`config.mk`:
```
export PLATFORM = sky130hd
export DESIGN_NAME = pass_verifier
export DESIGN_NICKNAME = d
export VERILOG_FILES = /design/src/rtl/pass_pkg.sv /design/src/rtl/pass_timer.sv /design/src/rtl/pass_verifier.sv
export SDC_FILE = /design/constraint.sdc
export NUM_CORES = 1
export LEC_CHECK = 0
export CAP_MARGIN = 15
export CORE_MARGIN = 2
export CORE_UTILIZATION = 40
export CTS_BUF_LIST = sky130_fd_sc_hd__clkbuf_2
export DETAILED_ROUTE_END_ITERATION = 10
export GPL_ROUTABILITY_DRIVEN = 0
export PLACE_DENSITY = 0.65
export RECOVER_POWER = 100
export SETUP_SLACK_MARGIN = 0.2
export SLEW_MARGIN = 20
export SYNTH_ARGS = -nofsm -noshare
export SYNTH_HDL_FRONTEND = slang
export SYNTH_SLANG_ARGS = --single-unit
export TNS_END_PERCENT = 100
```
`constraint.sdc`:
```
create_clock -name clk -period 2.5 [get_ports clk]
set_input_delay 0.5 -clock clk [delete_from_list [all_inputs] [get_ports clk]]
set_output_delay 0.5 -clock clk [all_outputs]
set_load 0.1 [all_outputs]
```
`src/rtl/pass_pkg.sv`:
```
// Shared types and defaults for the keypad password verifier.
package pass_pkg;

  typedef enum logic [1:0] {
    S_IDLE,
    S_COLLECT,
    S_CHECK,
    S_LOCKOUT
  } state_e;

  localparam int DIGIT_W       = 4;
  localparam int PASS_LEN_DEF  = 4;
  localparam int MAX_TRIES_DEF = 3;

endpackage

```
`src/rtl/pass_timer.sv`:
```
// Loadable down-counter; done_o is high while the count is zero.
module pass_timer #(
  parameter int W = 4
) (
  input  logic         clk,
  input  logic         reset,
  input  logic         load_i,
  input  logic [W-1:0] load_val_i,
  input  logic         en_i,
  output logic         done_o
);

  logic [W-1:0] cnt_q, cnt_d;

  always_comb begin
    cnt_d = cnt_q;
    if (load_i) begin
      cnt_d = load_val_i;
    end else if (en_i && cnt_q != '0) begin
      cnt_d = cnt_q - 1'b1;
    end
  end

  always_ff @(posedge clk) begin
    if (reset) cnt_q <= '0;
    else       cnt_q <= cnt_d;
  end

  assign done_o = (cnt_q == '0);

endmodule

```
`src/rtl/pass_verifier.sv`:
```
// Keypad password verifier with try limit and lockout.
// Define PASS_TIMEOUT_EN to enable the inter-digit timeout.
module pass_verifier
  import pass_pkg::*;
#(
  parameter int PASS_LEN       = PASS_LEN_DEF,
  parameter int MAX_TRIES      = MAX_TRIES_DEF,
  parameter int LOCK_CYCLES    = 16,
  parameter int TIMEOUT_CYCLES = 64
) (
  input  logic               clk,
  input  logic               reset,
  input  logic               start,
  input  logic               key_valid,
  input  logic [DIGIT_W-1:0] key_data,
  output logic               key_ready,
  output logic [1:0]         rom_addr,
  input  logic [DIGIT_W-1:0] rom_data,
  output logic               pm,
  output logic               ptl,
  output logic               busy,
  output logic [1:0]         tries
);

  if (PASS_LEN < 1 || PASS_LEN > 4) begin : g_bad_len
    $error("pass_verifier: PASS_LEN must be 1..4");
  end
  if (MAX_TRIES < 1 || MAX_TRIES > 4) begin : g_bad_tries
    $error("pass_verifier: MAX_TRIES must be 1..4");
  end
  if (LOCK_CYCLES < 1 || TIMEOUT_CYCLES < 2) begin : g_bad_cyc
    $error("pass_verifier: bad cycle counts");
  end

  localparam logic [1:0] LAST  = 2'(PASS_LEN - 1);
  localparam logic [1:0] TLAST = 2'(MAX_TRIES - 1);
  localparam int         LW    = $clog2(LOCK_CYCLES + 1);

  state_e     state_q, state_d;
  logic [1:0] idx_q, idx_d;
  logic       mis_q, mis_d;
  logic [1:0] tries_q, tries_d;
  logic       pm_q, pm_d;
  logic       ptl_q, ptl_d;
  logic       accept;
  logic       lock_done;
  logic       tmo;

  assign key_ready = (state_q == S_COLLECT);
  assign accept    = key_valid && key_ready;

  pass_timer #(.W(LW)) u_lock (
    .clk        (clk),
    .reset      (reset),
    .load_i     (state_q != S_LOCKOUT && state_d == S_LOCKOUT),
    .load_val_i (LW'(LOCK_CYCLES)),
    .en_i       (state_q == S_LOCKOUT),
    .done_o     (lock_done)
  );

`ifdef PASS_TIMEOUT_EN
  localparam int TW = $clog2(TIMEOUT_CYCLES);
  logic tmo_arm;
  logic tmo_done;

  // Armed only once the first digit of an attempt is in.
  assign tmo_arm = (state_q == S_COLLECT) && (idx_q != '0) && !accept;
  assign tmo     = tmo_arm && tmo_done;

  pass_timer #(.W(TW)) u_tmo (
    .clk        (clk),
    .reset      (reset),
    .load_i     (accept),
    .load_val_i (TW'(TIMEOUT_CYCLES - 1)),
    .en_i       (tmo_arm),
    .done_o     (tmo_done)
  );
`else
  assign tmo = 1'b0;
`endif

  always_comb begin
    state_d = state_q;
    idx_d   = idx_q;
    mis_d   = mis_q;
    tries_d = tries_q;
    pm_d    = 1'b0;
    ptl_d   = 1'b0;
    unique case (state_q)
      S_IDLE: begin
        if (start) state_d = S_COLLECT;
      end
      S_COLLECT: begin
        if (!start) begin
          state_d = S_IDLE;
          idx_d   = '0;
          mis_d   = 1'b0;
        end else if (accept) begin
          if (key_data != rom_data) mis_d = 1'b1;
          if (idx_q == LAST) begin
            state_d = S_CHECK;
            idx_d   = '0;
          end else begin
            idx_d = idx_q + 1'b1;
          end
        end else if (tmo) begin
          state_d = S_CHECK;
          idx_d   = '0;
          mis_d   = 1'b1;
        end
      end
      S_CHECK: begin
        idx_d = '0;
        mis_d = 1'b0;
        if (!mis_q) begin
          pm_d    = 1'b1;
          tries_d = '0;
          state_d = S_IDLE;
        end else if (tries_q == TLAST) begin
          ptl_d   = 1'b1;
          tries_d = '0;
          state_d = S_LOCKOUT;
        end else begin
          tries_d = tries_q + 1'b1;
          state_d = S_COLLECT;
        end
      end
      S_LOCKOUT: begin
        if (lock_done) state_d = S_IDLE;
      end
      default: state_d = S_IDLE;
    endcase
  end

  always_ff @(posedge clk) begin
    if (reset) begin
      state_q <= S_IDLE;
      idx_q   <= '0;
      mis_q   <= 1'b0;
      tries_q <= '0;
      pm_q    <= 1'b0;
      ptl_q   <= 1'b0;
    end else begin
      state_q <= state_d;
      idx_q   <= idx_d;
      mis_q   <= mis_d;
      tries_q <= tries_d;
      pm_q    <= pm_d;
      ptl_q   <= ptl_d;
    end
  end

  assign rom_addr = idx_q;
  assign pm       = pm_q;
  assign ptl      = ptl_q;
  assign busy     = (state_q != S_IDLE);
  assign tries    = tries_q;

endmodule

```
==> flow_summary.ini, run 1 <==
[critical_path]
r2r_end = u_lock.cnt_q[2]$_SDFFE_PP0P_
reg2reg_from = u_lock.cnt_q[0]$_SDFFE_PP0P_
path_max_fanout = 7
worst_setup_path_start_kind = flop
critical_path_class = flop to flop
cp.arrival_ns = 2.43
crit_required_ns = 2.71
critPathCaptureType = flop
rr_worst_depth = 6
reg2reg_slack_ns = 0.28

[synth]
synth_largest_area_cell = dfxtp_1
syn-num-nets = 121
syn_area_per_cell_sq_um = 9.105
yosys_register_bits = 14
synthArstFlopShare = 0
syn_inst = 101
synthTopCellsByArea = dfxtp_1 30%, ha_1 11%, buf_6 4.9%
synth.most_common_cell = dfxtp_1
synth.cell_area_sq_um = 919.6
ys_seq_area_frac = 0.3048
synth_edf_count = 0
yosysWarnings = 0
ys.flop_type = dfxtp_1
synth.cells.most_frequent = 14 x dfxtp_1, 8 x a21oi_1, 8 x ha_1, 7 x nand2_1, 6 x nor2_1
synth_top_area_frac = 0.3048
synth_cell_type_count = 36

[hold_path]
min_from = tries[0]$_SDFFE_PP0P_
hold_end = tries[0]$_SDFFE_PP0P_
holdCritPathClass = flop to flop
holdPathStages = 2

[place]
dp.final_hpwl_mm = 1.385
port_buffers = 19
place_worst_setup_slack_ns = 0.3133

[floorplan]
die_x_um = 51.95
core_area_sq_mm = 0.002191
rows = 17
io_pins = 20
fp.dieArea_sq_mm = 0.002699
die_h_um = 51.95
initial_core_util = 0.4198

[route]
drcViolationCount = 0
drt_pre_antenna_iters = 4
wirelength_mm = 1.764
drtIter0Drc = 6
antenna_left = 0
via_count = 760
vias_per_cell = 5.170
wire_per_inst_um = 12.00

[power]
peakVddDrop_v = 0.0003480
power.density_mw_per_mm2 = 434.0
power.static_leakage_nw = 0.3944

[cts]
root_buffer = clkbuf_2
clock_latency_ns = 0.29
ctsResizeCount = 0
h-tree-depth = 1
cts_tree = built
post_cts_buffers = 0
clk_path_buf_depth = 2
ctsHoldBuffers = 0
numCtsBuffers = 3
clock-sinks = 14
clk_pin_slew_ns = 0.13

[global_routing]
grt_pass1_vias = 726
grt_usage = 0.1569
grt_pass1_wl_mm = 3.187
grt_start_max_net_pins = 15
grt-ovfl-total = 0
antenna_found_initial = 0

[sta]
period_minus_slack_ns = 2.218
setup_viol = 0
finalHoldViolCount = 0
max_freq_mhz = 450.9
finalClockSkew_ns = 0.006025
tns_ns = 0
fin_ws_ns = 0.2824
maxSlewViolCount = 0
relSlewSlack = 0.2299
finalCritPeriodShare = 0.8870
rsz0062_at_grt = false
worstMarginPinSlew_ns = 1.160

[finish]
nets = 140
area_growth_pct = 16.19
fillCellCount = 217
multi_input_area_sq_um = 565.5
post_route_cells_drive_above_1_share = 0.08403
antenna_cells = 0
seqCellArea_sq_um = 280.3

[run_status]
status = finished, final reports clean

[run]
cap_violations = 0
layout by cell type (no fill, tap or decap), types with 3 or more instances in the layout:
cell / instances
nand4b_1: 4
inv_1: 5
clkbuf_1: 6
nor3b_1: 3
clkbuf_2: 5
dfxtp_1: 14
a21oi_1: 8
nor2_1: 6
nand2_1: 7
mux2i_1: 3
xor2_1: 4
clkdlybuf4s50_1: 10
nand2b_1: 3
nor3_1: 4
ha_1: 8
registers in the layout (all words and copies together), names as in the netlist:
register and count:
ptl 1, state_q 2, rom_addr 2, mis_q 1, u_lock.cnt_q 5, tries 2, pm 1
stage by stage:
stage	hold WS (ns)	cell area (sq um)	total power, mW	std cells	util
3_3_place_gp	0.4840	1077	0.3605	143	0.4917
3_5_place_dp	0.5069	1077	0.3605	143	0.4917
4_1_cts	0.5303	1096	0.4724	147	0.5003
6_report	0.5226	1069	0.4638	147	0.4877
5_1_grt	0.5651	1069	0.4902	147	0.4877
2_1_floorplan	0.4741	919.6	0.3261	101	-
power breakdown:
group          internal [mW]  total, mW  switching (mW)
Sequential             0.228      0.236         0.00722
Combinational         0.0429      0.117          0.0736
Clock                 0.0347      0.112          0.0770
worst max-delay path by stage:
stage,from,endpoint,slack (ns),depth (start not counted)
2_1_floorplan,state_q[1]$_SDFF_PP0_,u_lock.cnt_q[0]$_SDFFE_PP0P_,0.30,6
3_3_place_gp,u_lock.cnt_q[0]$_SDFFE_PP0P_,u_lock.cnt_q[2]$_SDFFE_PP0P_,0.31,6
3_5_place_dp,u_lock.cnt_q[0]$_SDFFE_PP0P_,u_lock.cnt_q[2]$_SDFFE_PP0P_,0.31,6
4_1_cts,u_lock.cnt_q[0]$_SDFFE_PP0P_,u_lock.cnt_q[2]$_SDFFE_PP0P_,0.28,6
5_1_grt,u_lock.cnt_q[0]$_SDFFE_PP0P_,u_lock.cnt_q[2]$_SDFFE_PP0P_,0.16,6
6_report,u_lock.cnt_q[0]$_SDFFE_PP0P_,u_lock.cnt_q[2]$_SDFFE_PP0P_,0.28,6
per-layer routing:
metal / vias up / track usage / wire length [um] / share of wire
li1: 400 / - / - / -
met4: 0 / 0.07895 / 46 / 0.026
met3: 6 / 0.02011 / 52 / 0.029
met5: - / 0 / 0 / 0
met1: 342 / 0.1858 / 824 / 0.47
met2: 12 / 0.2743 / 840 / 0.48
logic make-up after synthesis:
| kind of cell | synth area share |
|---|---|
| AND/OR/NAND/NOR | 0.2422 |
| AO/OA/AOI/OAI | 0.1619 |
| flip-flops | 0.3048 |
| buffers and inverters | 0.08026 |
| adder cells (fa/ha/maj) | 0.1088 |
| XOR/XNOR | 0.05714 |
| multiplexers | 0.04490 |
area by class of cell:
cell class,count,share of cell area
inverter,5,0.01756
sequential,14,0.2623
clock inverter,1,0.003513
timing repair buffer,20,0.1405
tap,28,0.03279
multi-input combinational,76,0.5293
clock buffer,3,0.01405
worst max-delay path, cell delays in order, from the launching register on:
cell       delay, ns
dfxtp_1         0.34
inv_1           0.11
ha_1            0.19
or4b_1          0.59
o2bb2ai_1       0.17
or3_1           0.47
a221oi_2        0.27
No activity file was read; power rests on OpenSTA's default activity.
==> run 2: changes to the inputs <==
ABC_AREA = 1   (was default)
PLACE_DENSITY = 0.66   (was 0.65)
TNS_END_PERCENT = default   (was 100)
==> run 2 against run 1 <==
Wire length is 6.0% lower. Die area is 5.9% lower. Sequential power hardly changed. Synthesized cell count is 14% higher. Highest routed layer unchanged. Critical endpoint is now tries[0]. Total power is 4.5% higher.
==> flow_summary.ini, run 2 <==
[run_status]
status = finished, final reports clean

[synth]
synth_cell_type_count = 22
synthArstFlopShare = 0
ys_seq_area_frac = 0.3256
synth_top_area_frac = 0.3256
syn_area_per_cell_sq_um = 7.485
synth.cell_area_sq_um = 860.8
synth.most_common_cell = nand2_1
syn-num-nets = 135
synth_edf_count = 0
ys.flop_type = dfxtp_1
synth_largest_area_cell = dfxtp_1
synthTopCellsByArea = dfxtp_1 33%, ha_1 12%, nand2_1 9.2%
synth.cells.most_frequent = 21 x nand2_1, 18 x inv_1, 14 x dfxtp_1, 8 x ha_1, 8 x nor2_1
syn_inst = 115
yosys_register_bits = 14
yosysWarnings = 0

[hold_path]
hold_end = pm$_SDFF_PP0_
holdCritPathClass = flop to flop
holdPathStages = 1
min_from = mis_q$_SDFFE_PP0P_

[power]
power.density_mw_per_mm2 = 466.6
power_uw = 484.6
power.static_leakage_nw = 0.4872
peakVddDrop_v = 0.0003816

[route]
via_count = 771
drcViolationCount = 0
wl_met3_um = 64
wirelength_mm = 1.658
drt_pre_antenna_iters = 4
drtIter0Drc = 15
highest_layer = met4
antenna_left = 0
vias_per_cell = 4.730
wl_met1_um = 807
wl_met2_um = 745
wire_per_inst_um = 10.17

[sta]
finalHoldViolCount = 0
relSlewSlack = 0.2114
worstMarginPinSlew_ns = 1.188
finalCritPeriodShare = 0.8261
rsz0062_at_grt = false
max_freq_mhz = 484.2
tns_ns = 0
setup_viol = 0
maxSlewViolCount = 0
finalClockSkew_ns = 0.003945
period_minus_slack_ns = 2.065
whs_ns = 0.4775

[cts]
ctsHoldBuffers = 0
cts_tree = built
root_buffer = clkbuf_2
post_cts_buffers = 0
clock-sinks = 14
h-tree-depth = 1
clk_pin_slew_ns = 0.14
clock_latency_ns = 0.27
clk_path_buf_depth = 2
numCtsBuffers = 3
ctsResizeCount = 0

[global_routing]
grt_start_max_net_pins = 11
grt_usage = 0.1499
grt_pass1_vias = 745
antenna_found_initial = 0
grt-ovfl-total = 0
grt_pass1_wl_mm = 2.911

[critical_path]
reg2reg_from = state_q[1]$_SDFF_PP0_
r2r_end = u_lock.cnt_q[0]$_SDFFE_PP0P_
reg2reg_slack_ns = 0.85
rr_worst_depth = 10
cp.arrival_ns = 1.57
path_max_fanout = 5
crit_required_ns = 2.00
crit_family = buffers and inverters
worst_setup_path_start_kind = flop
critical_path_class = flop to output port
slowest_delay_ns = 0.88
critPathCaptureType = output port
path_cells = clkbuf_1
slowest_stage = clkbuf_1
path_buf_inv = 1

[floorplan]
rows = 16
fp.dieArea_sq_mm = 0.002539
core_area_sq_mm = 0.002002
die_h_um = 50.39
io_pins = 20
initial_core_util = 0.4300
die_x_um = 50.39

[finish]
layout_commonest_cell = nand2_1
largest_reg_flops = 5
area_growth_pct = 20.64
final_cell_mix = 23 x nand2_1, 18 x inv_1, 14 x dfxtp_1, 10 x clkdlybuf4s50_1
design_area_sq_mm = 0.001039
nets = 158
antenna_cells = 0
fin_cells = 163
post_route_cells_drive_above_1_share = 0.1324
largest-register = u_lock.cnt_q

[run]
cap_violations = 0

[place]
dp.final_hpwl_mm = 1.338
dp.cells = 160
port_buffers = 19
placed_area_sq_mm = 0.001061
-- run 2: metal layers --
layer  track usage  vias up
met5             0        -
met3       0.02083        4
met2        0.2478       24
li1              -      404
met4       0.09459        0
met1        0.1817      339
-- run 2: final cells by class --
class	instances	area, sq um
Clock buffer	3	15.01
Fill cell	205	963.4
Inverter	20	75.07
Multi-Input combinational cell	80	491.7
Sequential cell	14	280.3
Tap cell	27	33.78
Timing Repair Buffer	19	142.6
-- run 2: cells by family (layout without fill, tap and decap cells) --
logic type,count (synthesis),after routing,share of synthesized area
AO/OA/AOI/OAI,14,14,0.08866
buffers and inverters,21,42,0.09156
AND/OR/NAND/NOR,53,53,0.3270
flip-flops,14,14,0.3256
XOR/XNOR,5,5,0.05087
adder cells (fa/ha/maj),8,8,0.1163
-- run 2: worst max path at each step --
stage	start	cells after the start	end
floorplan	state_q[1]$_SDFF_PP0_	11	u_lock.cnt_q[3]$_SDFFE_PP0P_
CTS	state_q[1]$_SDFF_PP0_	4	busy
global route	tries[0]$_SDFFE_PP0P_	1	tries[0]
detailed placement	start	10	u_lock.cnt_q[3]$_SDFFE_PP0P_
finish	tries[0]$_SDFFE_PP0P_	1	tries[0]
global placement	start	10	u_lock.cnt_q[3]$_SDFFE_PP0P_
-- run 2: report_power, final --
group / total (mW) / switching (mW) / leakage, nW / internal (mW)
Sequential: 0.237 / 0.00669 / 0.113 / 0.230
Combinational: 0.143 / 0.101 / 0.361 / 0.0416
Clock: 0.105 / 0.0719 / 0.0125 / 0.0327
Total: 0.485 / 0.180 / 0.487 / 0.305
-- run 2: metrics by stage --
stage | setup WS (ns) | util
finish | 0.4348 | 0.5188
global route | 0.3830 | 0.5188
CTS | 0.6258 | 0.5375
detailed placement | 0.6610 | 0.5300
global placement | 0.6870 | 0.5300
floorplan | 0.3757 | -
